==> config.mk <==
export PLATFORM = sky130hd
export DESIGN_NAME = bus_arbiter_flat
export DESIGN_NICKNAME = d
export VERILOG_FILES = /design/src/rtl/bus_arbiter_pkg.sv /design/src/rtl/bus_arbiter_if.sv /design/src/rtl/bus_arbiter_rr_pick.sv /design/src/rtl/bus_arbiter.sv /design/src/flat_wrapper.sv
export SDC_FILE = /design/constraint.sdc
export NUM_CORES = 1
export LEC_CHECK = 0
export CORE_AREA = 3 3 127 129
export DETAILED_ROUTE_END_ITERATION = 16
export DIE_AREA = 0 0 130 132
export GPL_ROUTABILITY_DRIVEN = 1
export PLACE_DENSITY_LB_ADDON = 0.15
export REMOVE_ABC_BUFFERS = 1
export SYNTH_ARGS = -nofsm -noshare
export SYNTH_HDL_FRONTEND = slang
export SYNTH_SLANG_ARGS = --single-unit
==> constraint.sdc <==
create_clock -name clk -period 2.1 [get_ports clk]
set_input_delay 0.315 -clock clk [delete_from_list [all_inputs] [get_ports clk]]
set_output_delay 0.315 -clock clk [all_outputs]
set_load 0.02 [all_outputs]
==> src/rtl/bus_arbiter_pkg.sv <==
// rtl/bus_arbiter_pkg.sv - shared bus definitions for the system bus arbiter
//
// Purpose: bus widths, read/write and active-low enable encodings, and the
// fixed master indices used by the arbiter and its bus interface.
// Ports: none (package).
package bus_arbiter_pkg;

  localparam int BUS_ADDR_W = 30;
  localparam int BUS_DATA_W = 32;

  localparam logic READ     = 1'b1;
  localparam logic WRITE    = 1'b0;
  localparam logic ENABLE_  = 1'b0;
  localparam logic DISABLE_ = 1'b1;

  localparam int MASTER_CPU_IF  = 0;
  localparam int MASTER_CPU_MEM = 1;

  typedef logic [BUS_ADDR_W-1:0] bus_addr_t;
  typedef logic [BUS_DATA_W-1:0] bus_data_t;

endpackage

==> src/rtl/bus_arbiter_if.sv <==
// rtl/bus_arbiter_if.sv - shared system bus: master request side and slave side
//
// Purpose: groups the per-master request fields and the muxed slave-side
// request into one bundle.
// Signals:
//   m_req_, m_as_, m_rw        per-master request, strobe, read/write
//   m_addr, m_wr_data          per-master address / write data, master i at [i*W +: W]
//   m_grnt_                    per-master grant, active-low, one-hot-low
//   s_addr, s_as_, s_rw, s_wr_data  granted master's request toward the slaves
// Modports:
//   master  the arbiter, which masters the slave-side bus on behalf of the owner
//   slave   the requesting masters / environment, which follow the arbiter's grants
interface bus_arbiter_if #(
  parameter int NUM_MASTERS = 4
);
  import bus_arbiter_pkg::*;

  logic [NUM_MASTERS-1:0]            m_req_;
  logic [NUM_MASTERS-1:0]            m_grnt_;
  logic [NUM_MASTERS*BUS_ADDR_W-1:0] m_addr;
  logic [NUM_MASTERS-1:0]            m_as_;
  logic [NUM_MASTERS-1:0]            m_rw;
  logic [NUM_MASTERS*BUS_DATA_W-1:0] m_wr_data;

  bus_addr_t s_addr;
  logic      s_as_;
  logic      s_rw;
  bus_data_t s_wr_data;

  modport master (
    input  m_req_, m_addr, m_as_, m_rw, m_wr_data,
    output m_grnt_, s_addr, s_as_, s_rw, s_wr_data
  );

  modport slave (
    output m_req_, m_addr, m_as_, m_rw, m_wr_data,
    input  m_grnt_, s_addr, s_as_, s_rw, s_wr_data
  );

endinterface

==> src/rtl/bus_arbiter_rr_pick.sv <==
// rtl/bus_arbiter_rr_pick.sv - combinational round-robin next-owner search
//
// Purpose: finds the first requesting master after the current owner,
// searching owner+1, owner+2, ... with wrap-around.
// Ports:
//   req_i          per-master request, active-low
//   owner_i        current owner index
//   exclude_self_i when set, the current owner is never returned
//   next_o         index of the first requester found (owner_i if none)
//   found_o        a requester was found
module bus_rr_pick
  import bus_arbiter_pkg::*;
#(
  parameter  int NUM_MASTERS = 4,
  localparam int OWNER_W     = $clog2(NUM_MASTERS)
) (
  input  logic [NUM_MASTERS-1:0] req_i,
  input  logic [OWNER_W-1:0]     owner_i,
  input  logic                   exclude_self_i,
  output logic [OWNER_W-1:0]     next_o,
  output logic                   found_o
);

  logic [OWNER_W-1:0] idx;

  // Walk from the farthest candidate back to the nearest so the last hit
  // written is the nearest one. Offset NUM_MASTERS wraps to the owner itself
  // because NUM_MASTERS is a power of two.
  always_comb begin
    next_o  = owner_i;
    found_o = 1'b0;
    idx     = '0;
    for (int i = NUM_MASTERS; i >= 1; i--) begin
      idx = owner_i + OWNER_W'(i);
      if (req_i[idx] == ENABLE_ && !(exclude_self_i && i == NUM_MASTERS)) begin
        next_o  = idx;
        found_o = 1'b1;
      end
    end
  end

endmodule

==> src/rtl/bus_arbiter.sv <==
// rtl/bus_arbiter.sv - round-robin bus arbiter and slave-side request mux
//
// Purpose: owns the shared system bus for one master at a time, hands it
// over in round-robin order when the owner drops its request, and drives the
// owner's request onto the slave side. Slave read data / ready are broadcast
// elsewhere and do not pass through here.
// Configuration: define BUS_TIMEOUT_EN to revoke an owner that holds the bus
// for TIMEOUT_CYCLES consecutive cycles (timeout_irq pulses on revoke).
// Ports:
//   clk          system clock, rising edge
//   reset        asynchronous active-low reset; parks the bus on master 0
//   bus          bus_arbiter_if.master: master requests in, grants and slave side out
//   owner        index of the current bus owner
//   timeout_irq  one-cycle pulse on forced revoke (0 without BUS_TIMEOUT_EN)
module bus_arbiter
  import bus_arbiter_pkg::*;
#(
  parameter  int NUM_MASTERS    = 4,
  parameter  int TIMEOUT_CYCLES = 1024,
  localparam int OWNER_W        = $clog2(NUM_MASTERS)
) (
  input  logic               clk,
  input  logic               reset,
  bus_arbiter_if.master      bus,
  output logic [OWNER_W-1:0] owner,
  output logic               timeout_irq
);

  if (NUM_MASTERS < 2 || (NUM_MASTERS & (NUM_MASTERS - 1)) != 0) begin : g_bad_num_masters
    $error("bus_arbiter: NUM_MASTERS must be a power of two >= 2");
  end
  if (TIMEOUT_CYCLES < 2) begin : g_bad_timeout
    $error("bus_arbiter: TIMEOUT_CYCLES must be >= 2");
  end

  logic [OWNER_W-1:0] owner_q, owner_d;
  logic               owner_req;
  logic [OWNER_W-1:0] pick_next;
  logic               pick_found;

  assign owner_req = (bus.m_req_[owner_q] == ENABLE_);

  // While the owner still requests, the only search is a timeout revoke,
  // which must skip the owner; otherwise the owner is idle and cannot match.
  bus_rr_pick #(.NUM_MASTERS(NUM_MASTERS)) u_rr_pick (
    .req_i          (bus.m_req_),
    .owner_i        (owner_q),
    .exclude_self_i (owner_req),
    .next_o         (pick_next),
    .found_o        (pick_found)
  );

`ifdef BUS_TIMEOUT_EN
  localparam int CNT_W = $clog2(TIMEOUT_CYCLES);
  localparam logic [CNT_W-1:0] CNT_LAST = CNT_W'(TIMEOUT_CYCLES - 1);

  logic [CNT_W-1:0] cnt_q, cnt_d;
  logic             irq_q, irq_d;
`endif

  // State register
  always_ff @(posedge clk or negedge reset) begin
    if (!reset) begin
      owner_q <= OWNER_W'(MASTER_CPU_IF);
`ifdef BUS_TIMEOUT_EN
      cnt_q   <= '0;
      irq_q   <= 1'b0;
`endif
    end else begin
      owner_q <= owner_d;
`ifdef BUS_TIMEOUT_EN
      cnt_q   <= cnt_d;
      irq_q   <= irq_d;
`endif
    end
  end

  // Next-state logic
  always_comb begin
    owner_d = owner_q;
    if (!owner_req && pick_found) begin
      owner_d = pick_next;
    end
`ifdef BUS_TIMEOUT_EN
    cnt_d = cnt_q;
    irq_d = 1'b0;
    if (!owner_req) begin
      cnt_d = '0;
    end else if (cnt_q == CNT_LAST) begin
      // Revoke even when nobody else is waiting: the irq still reports it.
      cnt_d = '0;
      irq_d = 1'b1;
      if (pick_found) begin
        owner_d = pick_next;
      end
    end else begin
      // Never passes CNT_LAST, so the counter cannot wrap.
      cnt_d = cnt_q + 1'b1;
    end
`endif
  end

  // Outputs: grants decoded from owner, slave side muxed from owner
  always_comb begin
    owner = owner_q;
    for (int i = 0; i < NUM_MASTERS; i++) begin
      bus.m_grnt_[i] = (owner_q == OWNER_W'(i)) ? ENABLE_ : DISABLE_;
    end
    bus.s_addr    = bus.m_addr[int'(owner_q)*BUS_ADDR_W +: BUS_ADDR_W];
    bus.s_wr_data = bus.m_wr_data[int'(owner_q)*BUS_DATA_W +: BUS_DATA_W];
    bus.s_rw      = bus.m_rw[owner_q];
    // An idle parked owner never strobes; reset blocks the strobe at once,
    // without waiting for a clock edge.
    bus.s_as_     = !reset | bus.m_as_[owner_q] | bus.m_req_[owner_q];
`ifdef BUS_TIMEOUT_EN
    timeout_irq   = irq_q;
`else
    timeout_irq   = 1'b0;
`endif
  end

endmodule

==> src/flat_wrapper.sv <==
// flat-port wrapper written by rule: the top's interface ports become plain ports
module bus_arbiter_flat import bus_arbiter_pkg::*;
#(
  parameter  int NUM_MASTERS    = 4,
  parameter  int TIMEOUT_CYCLES = 1024,
  localparam int OWNER_W        = $clog2(NUM_MASTERS)
)
  (clk, reset, owner, timeout_irq, bus_m_req_, bus_m_addr, bus_m_as_, bus_m_rw, bus_m_wr_data, bus_m_grnt_, bus_s_addr, bus_s_as_, bus_s_rw, bus_s_wr_data);
  bus_arbiter_if #(.NUM_MASTERS(NUM_MASTERS)) bus_i ();
  input  logic clk;
  input  logic reset;
  output logic [OWNER_W-1:0] owner;
  output logic timeout_irq;
  input wire logic [$bits(bus_i.m_req_)-1:0] bus_m_req_;
  input wire logic [$bits(bus_i.m_addr)-1:0] bus_m_addr;
  input wire logic [$bits(bus_i.m_as_)-1:0] bus_m_as_;
  input wire logic [$bits(bus_i.m_rw)-1:0] bus_m_rw;
  input wire logic [$bits(bus_i.m_wr_data)-1:0] bus_m_wr_data;
  output wire logic [$bits(bus_i.m_grnt_)-1:0] bus_m_grnt_;
  output wire logic [$bits(bus_i.s_addr)-1:0] bus_s_addr;
  output wire logic [$bits(bus_i.s_as_)-1:0] bus_s_as_;
  output wire logic [$bits(bus_i.s_rw)-1:0] bus_s_rw;
  output wire logic [$bits(bus_i.s_wr_data)-1:0] bus_s_wr_data;
  assign bus_i.m_req_ = bus_m_req_;
  assign bus_i.m_addr = bus_m_addr;
  assign bus_i.m_as_ = bus_m_as_;
  assign bus_i.m_rw = bus_m_rw;
  assign bus_i.m_wr_data = bus_m_wr_data;
  assign bus_m_grnt_ = bus_i.m_grnt_;
  assign bus_s_addr = bus_i.s_addr;
  assign bus_s_as_ = bus_i.s_as_;
  assign bus_s_rw = bus_i.s_rw;
  assign bus_s_wr_data = bus_i.s_wr_data;
  bus_arbiter #(.NUM_MASTERS(NUM_MASTERS), .TIMEOUT_CYCLES(TIMEOUT_CYCLES)) u_core (.clk(clk), .reset(reset), .bus(bus_i), .owner(owner), .timeout_irq(timeout_irq));
endmodule
# Yosys cells after proc, flatten, opt, wreduce, memory -nomap -nowiden
# Cells that the tools add are included.
# totals
regBits	2
elab_cells	43
in_bits	262
# classes
eq_ne	4
n_lt_le_gt_ge	4
bitwise	2
muxes	22
mul	1
n_addsub	3
reduce_logical	4
n_shift	2
# op_table
operator	count
128-bit by 8-bit variable part select with 32-bit output	1
120-bit by 32-bit variable part select with 30-bit output	1
1-bit 2-to-1 mux	13
1-bit binary-select mux with 2-bit select	6
2-bit by 3-bit < comparator with 1-bit output, second input constant	4
2-bit by 4-bit multiplier with 6-bit output, second input constant	1
2-bit 2-to-1 mux	3
2-bit adder, second input constant	2
2-bit equality test, second input constant	2
3-bit inequality test, second input constant	1
2-bit by 1-bit adder with 2-bit output, second input constant	1
2-bit by 1-bit equality test with 1-bit output, second input constant	1
2-bit zero test	1
1-bit bitwise OR	2
2-bit AND reduction	1
1-bit logical AND	1
1-bit zero test	1

# Logic depth before layout (Yosys ltp)
# Gate-level depths: netlist of run 1.
# depth
word_depth	8
depth_mapped	7

# By module
# From an unflattened synthesis of run 1, not the netlist that was laid out.
# unflattened
hier_cells	122
hier_area_um2	1849.3
# by_module_without_submodules
mod	area_each_um2	cells_per_inst	seq_area_each_um2	instances
bus_arbiter	1714.1	101	50.0	1
bus_rr_pick	135.1	21	0.0	1

# Least setup slack after synthesis of run 1
# No wires, ideal clock.
# synth_timing
kind	register to register
from	register u_core.owner_q[0], in the netlist u_core.owner[0]
to	register u_core.owner_q[0], in the netlist u_core.owner[0]
arrival_ns	1.821
setup_ns	0.080
stages_incl_launch_ff	8
synth_period_minus_slack_ns	1.901
path_slack_ns	0.199
n_path_buf	1
cell_sequence	dfrtp_1 > buf_4 > inv_2 > ha_1 > mux4_2 > nor2b_4 > or2_0 > o22ai_2
# synth_via
elab_chain_cells	8
# synth_rtl
element	line_no	source
start: declaration	bus_arbiter.sv:36	logic [OWNER_W-1:0] owner_q, owner_d;
start signal: assignment	bus_arbiter.sv:64	owner_q <= OWNER_W'(MASTER_CPU_IF);
start signal: assignment	bus_arbiter.sv:70	owner_q <= owner_d;
2-bit adder	bus_arbiter_rr_pick.sv:34	idx = owner_i + OWNER_W'(i);
1-bit binary-select mux with 2-bit select	bus_arbiter_rr_pick.sv:35	if (req_i[idx] == ENABLE_ && !(exclude_self_i && i == NUM_MASTERS)) begin
1-bit 2-to-1 mux (not written as such)	bus_arbiter_rr_pick.sv:35	
1-bit 2-to-1 mux (3 in series)	bus_arbiter_rr_pick.sv:35	
1-bit logical AND	bus_arbiter.sv:81	if (!owner_req && pick_found) begin
2-bit AND reduction (no source line)	--	
# Parallel ways exist; a longest one is shown, timed or not. The select of a mux whose other input is x is not followed.
# A chain may end at the register's enable or synchronous reset.

# Final worst setup path of run 1
# layout_timing
from	register u_core.owner_q[0], in the netlist u_core.owner[0]
to	output bus_s_wr_data[16]
# layout_via
elab_chain_cells	1
# layout_rtl
element	line_no	source
128-bit by 8-bit variable part select with 32-bit output	bus_arbiter.sv:110	bus.s_wr_data = bus.m_wr_data[int'(owner_q)*BUS_DATA_W +: BUS_DATA_W];
end: declaration	flat_wrapper.sv:23	output wire logic [$bits(bus_i.s_wr_data)-1:0] bus_s_wr_data;
# No other way between the ends.

==> flow_metrics.tcl, run 1 <==
set metrics [dict create \
    fmax_ghz 0.483 \
    cts_hold_buf 0 \
    yosys.area_share.adder 0.0260 \
    yosysSeqAreaShare 0.0260 \
    yosys_register_bits 2 \
    syn_to_final_growth_pct 192 \
    clock_path_buffers 2 \
    critPathRequiredTime_ns 1.78 \
    top_layer_used "met4" \
    wl_met2_um 6740 \
    largest_reg_flops 2 \
    drtPass1Iterations 4 \
    critPathCaptureType "primary output" \
    ir_worst_vdd_v 0.000449 \
    synth_compound_area_frac 0.0416 \
    antennaDiodeCount 0 \
    status "completed" \
    ant_nets 0 \
    final-setup-viol-count 0 \
    tns_ns 0 \
    synth_edf_count 0 \
    avgSynthCellArea_um2 14.9 \
    overflow 0 \
    syn_area_um2 1930 \
    routedLengthMet1_um 4060 \
    grt_use_total 0.135 \
    startpoint_type "flop" \
    cts_made_buffers 3 \
    cts.sinks 2 \
    start_util 0.127 \
    cts_tree "done" \
    drive_above_1_share 0.341 \
    fin_skew_ns 0.00124 \
    initialDrtViolationCount 50 \
    synthCells 129 \
    synth_simple_gate_area_frac 0.0461 \
    core_area_um2 15100 \
    cts_max_level 1 \
    cap_viol_max_count 0 \
    synth_top_family_by_area "multiplexers" \
    finalHoldViolCount 0 \
    grt_pass1_vias 3158 \
    clk_latency_ns 0.22 \
    port-buffer-count 331 \
    p_leak_nw 2.13 \
    antenna_found_initial 0 \
    dr_total_vias 2777 \
    fp.dieW_um 130 \
    rsz0062_at_grt "yes" \
    crit_type "flop to primary output" \
    fin_crit_sh 0.985 \
    wl_per_cell_um 18.8 \
    io_pins 333 \
    finalNonFillerCells 660 \
    dieArea_um2 17200 \
    hp-class "primary input to asynchronous set/reset pin" \
    place.gp.congestion 0.825 \
    maxSlewViolCount 0 \
    placed_cells 646 \
    clockRootBuffer "clkbuf_16" \
    synth_mux_area_frac 0.776 \
    hold_ws_ns 0.289 \
    synth_cell_types 27 \
    grt_max_degree 28 \
    worstPathMaxFanout 6 \
    vias_per_cell 4.21 \
    synth_warnings 0 \
    synth-xor-area-share 0 \
    p_per_area_nw_per_um2 1070 \
    finalWirelength_um 12400 \
    rows 45 \
    synthArstFlopShare 1.00 \
    dr_wl_met3_um 1500 \
    period_needed_ns 2.07 \
    fp.dieH_um 132 \
    drc 0 \
    synthFlopType "dfrtp_1" \
    cp_data_arrival_time_ns 1.75 \
    grt_pass1_wl_um 18100 \
    dp_hpwl_um 11000 \
    fin_nets 740 \
    clk_pin_slew_ns 0.03 \
]
## cell families (layout without fill, tap and decap cells)
group                      count (synthesis)  after routing
muxes                                     68             68
buffers and inverters                     27            370
and+or+nand+nor                           15             15
other                                      1              1
AOI/OAI and AO/OA                         12             12
DFF                                        2              2
adders and majority gates                  4              4
## layout make-up
cell class	instances	area [µm²]
fillers	1498	9520
repair buffers	360	3510
inverters	7	26.3
clock buffers	3	75.1
multi-input cells	100	1720
flip-flops and latches	2	57.6
well taps	188	235
## per-layer routing
metal	up-vias	GRT usage
met3	8	0.0458
li1	1273	-
met4	0	0.0144
met5	-	0
met1	1313	0.137
met2	183	0.268
## worst paths after layout
| kind | to | slack [ns] | start | cells after the start |
|---|---|---|---|---|
| max in group asynchronous | u_core.owner[1] | 1.64 | reset | 1 |
| min in group clk | u_core.owner[1] | 0.73 | u_core.owner[1] | 2 |
| worst max-delay path | bus_s_wr_data[16] | 0.03 | u_core.owner[0] | 5 |
| worst min-delay path | u_core.owner[0] | 0.29 | reset | 1 |
| worst max register to register | u_core.owner[0] | 0.11 | u_core.owner[1] | 7 |
| worst min register to register | u_core.owner[1] | 0.73 | u_core.owner[1] | 2 |
## cells in the final DEF (no fill, tap or decap), types with 2 or more instances in the layout
cell type          n
inv_1              6
dlygate4sd2_1     13
nand3_1            5
nor2_1             2
clkdlybuf4s15_2    8
buf_12             9
buf_6             13
mux2i_1            2
o21ai_1            3
buf_4             18
buf_2             34
clkbuf_16          4
ha_1               4
mux4_2            65
a21oi_1            4
dfrtp_4            2
and3_1             2
clkdlybuf4s50_1  263
## stage by stage
step	worst slack (ns)	power, mW	utilization	instance area [µm²]
2_1_floorplan	-2.20	2.91	-	1790
3_3_place_gp	-0.0581	5.94	0.368	5570
3_5_place_dp	-0.0856	5.94	0.368	5570
4_1_cts	-0.0299	6.04	0.374	5670
5_1_grt	-0.00980	6.40	0.371	5630
6_report	0.0313	6.00	0.371	5630
## critical path: stages, from the launching register on
cell,delay [ns]
dfrtp_4,0.52
buf_12,0.15
buf_8,0.12
clkbuf_16,0.16
mux4_2,0.43
buf_6,0.15
## report_power, final
| group | leakage (nW) | internal, mW | switching, mW |
|---|---|---|---|
| clock network | 0.0370 | 0.242 | 0.0438 |
| registers | 0.0217 | 0.0744 | 0.0652 |
| logic | 2.07 | 3.05 | 2.52 |
## synthesized netlist by cell type, types with 2 or more instances
cell / instances / area, µm²
dfrtp_1: 2 / 50.1
a21oi_1: 4 / 20.0
buf_6: 3 / 33.8
nor3_1: 2 / 10.0
inv_1: 6 / 22.5
mux4_2: 65 / 1460
and3_1: 2 / 12.5
nand3_1: 5 / 25.0
ha_1: 4 / 50.1
mux2i_1: 2 / 20.0
buf_4: 9 / 67.6
nor2_1: 2 / 7.51
o21ai_1: 3 / 15.0
clkbuf_1: 7 / 26.3
## what timing repair did
action	in CTS	in global routing
setup buffers	10	0
endpoints found under the setup margin	68	38
hold endpoints to repair	0	0
gates resized for setup	202	55
cloned	0	1
Note: power is estimated with default switching activity, not from simulation.
==> run 2, diff against run 1 <==
Settings changed: CORE_AREA 3 3 127 129 to 3 3 130 132, DIE_AREA 0 0 130 132 to 0 0 133 135, DONT_BUFFER_PORTS set to 1.
==> run 2 against run 1 <==
  * Clock power shrank 1%
  * Largest power group unchanged
  * Critical path type unchanged
  * Critical endpoint is now bus_s_wr_data[8]
  * Maximum frequency rose by 2.7%
  * Register-to-register slack better by 0.23 ns
  * Combinational power decreased by 36%
  * Utilization is 23 points lower
  * Highest routed layer is now met5
  * Routed wire length down 30%
  * Non-clock buffer count shrank 355
==> flow_metrics.tcl, run 2 (synthesis results as in run 1) <==
set metrics [dict create \
    vias_per_cell 4.52 \
    drive_above_1_share 0.684 \
    reg2reg_slack_ns 0.34 \
    fp.dieW_um 133 \
    grt_max_degree 75 \
    startpoint "u_core.owner[0]" \
    placed_cells 329 \
    final_area_um2 2220 \
    internal-power_mw 1.77 \
    rsz0062_at_grt "no" \
    r2r_start "u_core.owner[0]" \
    drc 0 \
    cts_tree "done" \
    fp.dieH_um 135 \
    grt_pass1_wl_um 11100 \
    ant_nets 0 \
    final_cell_mix "mux4_2, inv_1, nand3_1" \
    largest_reg_flops 2 \
    p_sw_mw 2.20 \
    clockRootBuffer "clkbuf_16" \
    r2r_cells 6 \
    cts.sinks 2 \
    critPathCaptureType "primary output" \
    startpoint_type "flop" \
    place.gp.congestion 0.764 \
    p_per_area_nw_per_um2 1780 \
    grt_use_total 0.0798 \
    critPathRequiredTime_ns 1.78 \
    io_pins 333 \
    antennaDiodeCount 0 \
    grt_pass1_vias 1561 \
    final-setup-viol-count 0 \
    finalWirelength_um 8700 \
    clkPwrFrac 0.071 \
    post-place-ws_ns 0.297 \
    overflow 0 \
    clk_latency_ns 0.22 \
    rows 46 \
    start_util 0.122 \
    post_cts_buffers 0 \
    hp-class "primary input to asynchronous set/reset pin" \
    finalNonFillerCells 333 \
    finalHoldViolCount 0 \
    p_total_mw 3.97 \
    r2r-end "u_core.owner[0]" \
    fmax_ghz 0.497 \
    maxSlewViolCount 0 \
    status "completed" \
    dp_hpwl_um 7740 \
    cp-endpoint "bus_s_wr_data[8]" \
    fin_skew_ns 0.000468 \
    cts_max_level 1 \
    period_needed_ns 2.01 \
    clk_pin_slew_ns 0.03 \
    initialDrtViolationCount 76 \
    ir_worst_vdd_v 0.000516 \
    cap_viol_max_count 0 \
    combPwrFrac 0.896 \
    fin_crit_sh 0.959 \
    wl_per_cell_um 26.1 \
    dieArea_um2 18000 \
    worstPathMaxFanout 33 \
    fin_nets 385 \
    drtPass1Iterations 4 \
    switching_share 0.553 \
    syn_to_final_growth_pct 15.5 \
    layout_commonest_cell "mux4_2" \
    core_area_um2 15800 \
    power_frac_seq 0.032 \
    antenna_found_initial 1 \
    p_leak_nw 0.637 \
    cp_data_arrival_time_ns 1.70 \
    clock_path_buffers 2 \
    post_cts_resized 0 \
    placed_area_um2 2140 \
    cts_made_buffers 3 \
    cts_hold_buf 1 \
    post-route-util 0.141 \
    crit_type "flop to primary output" \
    fin_ws_ns 0.0866 \
    dr_total_vias 1504 \
    port-buffer-count 0 \
]
==> run 2: worst max-delay path, cell delays in order, from the launching register on <==
cell and delay, ns:
dfrtp_4 0.51, buf_12 0.28, mux4_2 0.65
==> run 2: final cells by class <==
type,instances,area (µm²)
Timing Repair Buffer,5,77.6
Multi-Input combinational cell,100,1720
Inverter,7,26.3
Tap cell,216,270
Clock buffer,3,75.1
Sequential cell,2,57.6
Fill cell,1785,13600
==> run 2: how the worst min path moves through the flow <==
stage          slack, ns         endpoint
2_1_floorplan       0.02  u_core.owner[0]
3_3_place_gp        0.02  u_core.owner[0]
3_5_place_dp        0.02  u_core.owner[0]
4_1_cts             0.35  u_core.owner[0]
5_1_grt             0.35  u_core.owner[0]
6_report            0.35  u_core.owner[0]
==> run 2: metrics by stage <==
| step | hold WS, ns | TNS (ns) |
|---|---|---|
| final | 0.351 | 0 |
| after global routing | 0.351 | 0 |
| after detailed placement | 0.0197 | 0 |
| after CTS | 0.351 | 0 |
| after global placement | 0.0197 | 0 |
| after floorplan | 0.0194 | -133.51 |
==> run 2: routing by layer <==
layer  track usage  wire length (µm)
met2         0.142              4770
met1        0.0985              3020
met3        0.0257               886
met4       0.00693                13
met5             0                10
==> run 2: power groups by stage <==
| stage | logic [mW] | clock network [mW] | registers, mW |
|---|---|---|---|
| after floorplan | 2.41 | 0 | 0.501 |
| after global routing | 3.74 | 0.291 | 0.137 |
| final | 3.56 | 0.282 | 0.129 |
| after detailed placement | 3.60 | 0 | 0.132 |
| after CTS | 3.61 | 0.287 | 0.132 |
| after global placement | 3.58 | 0 | 0.128 |
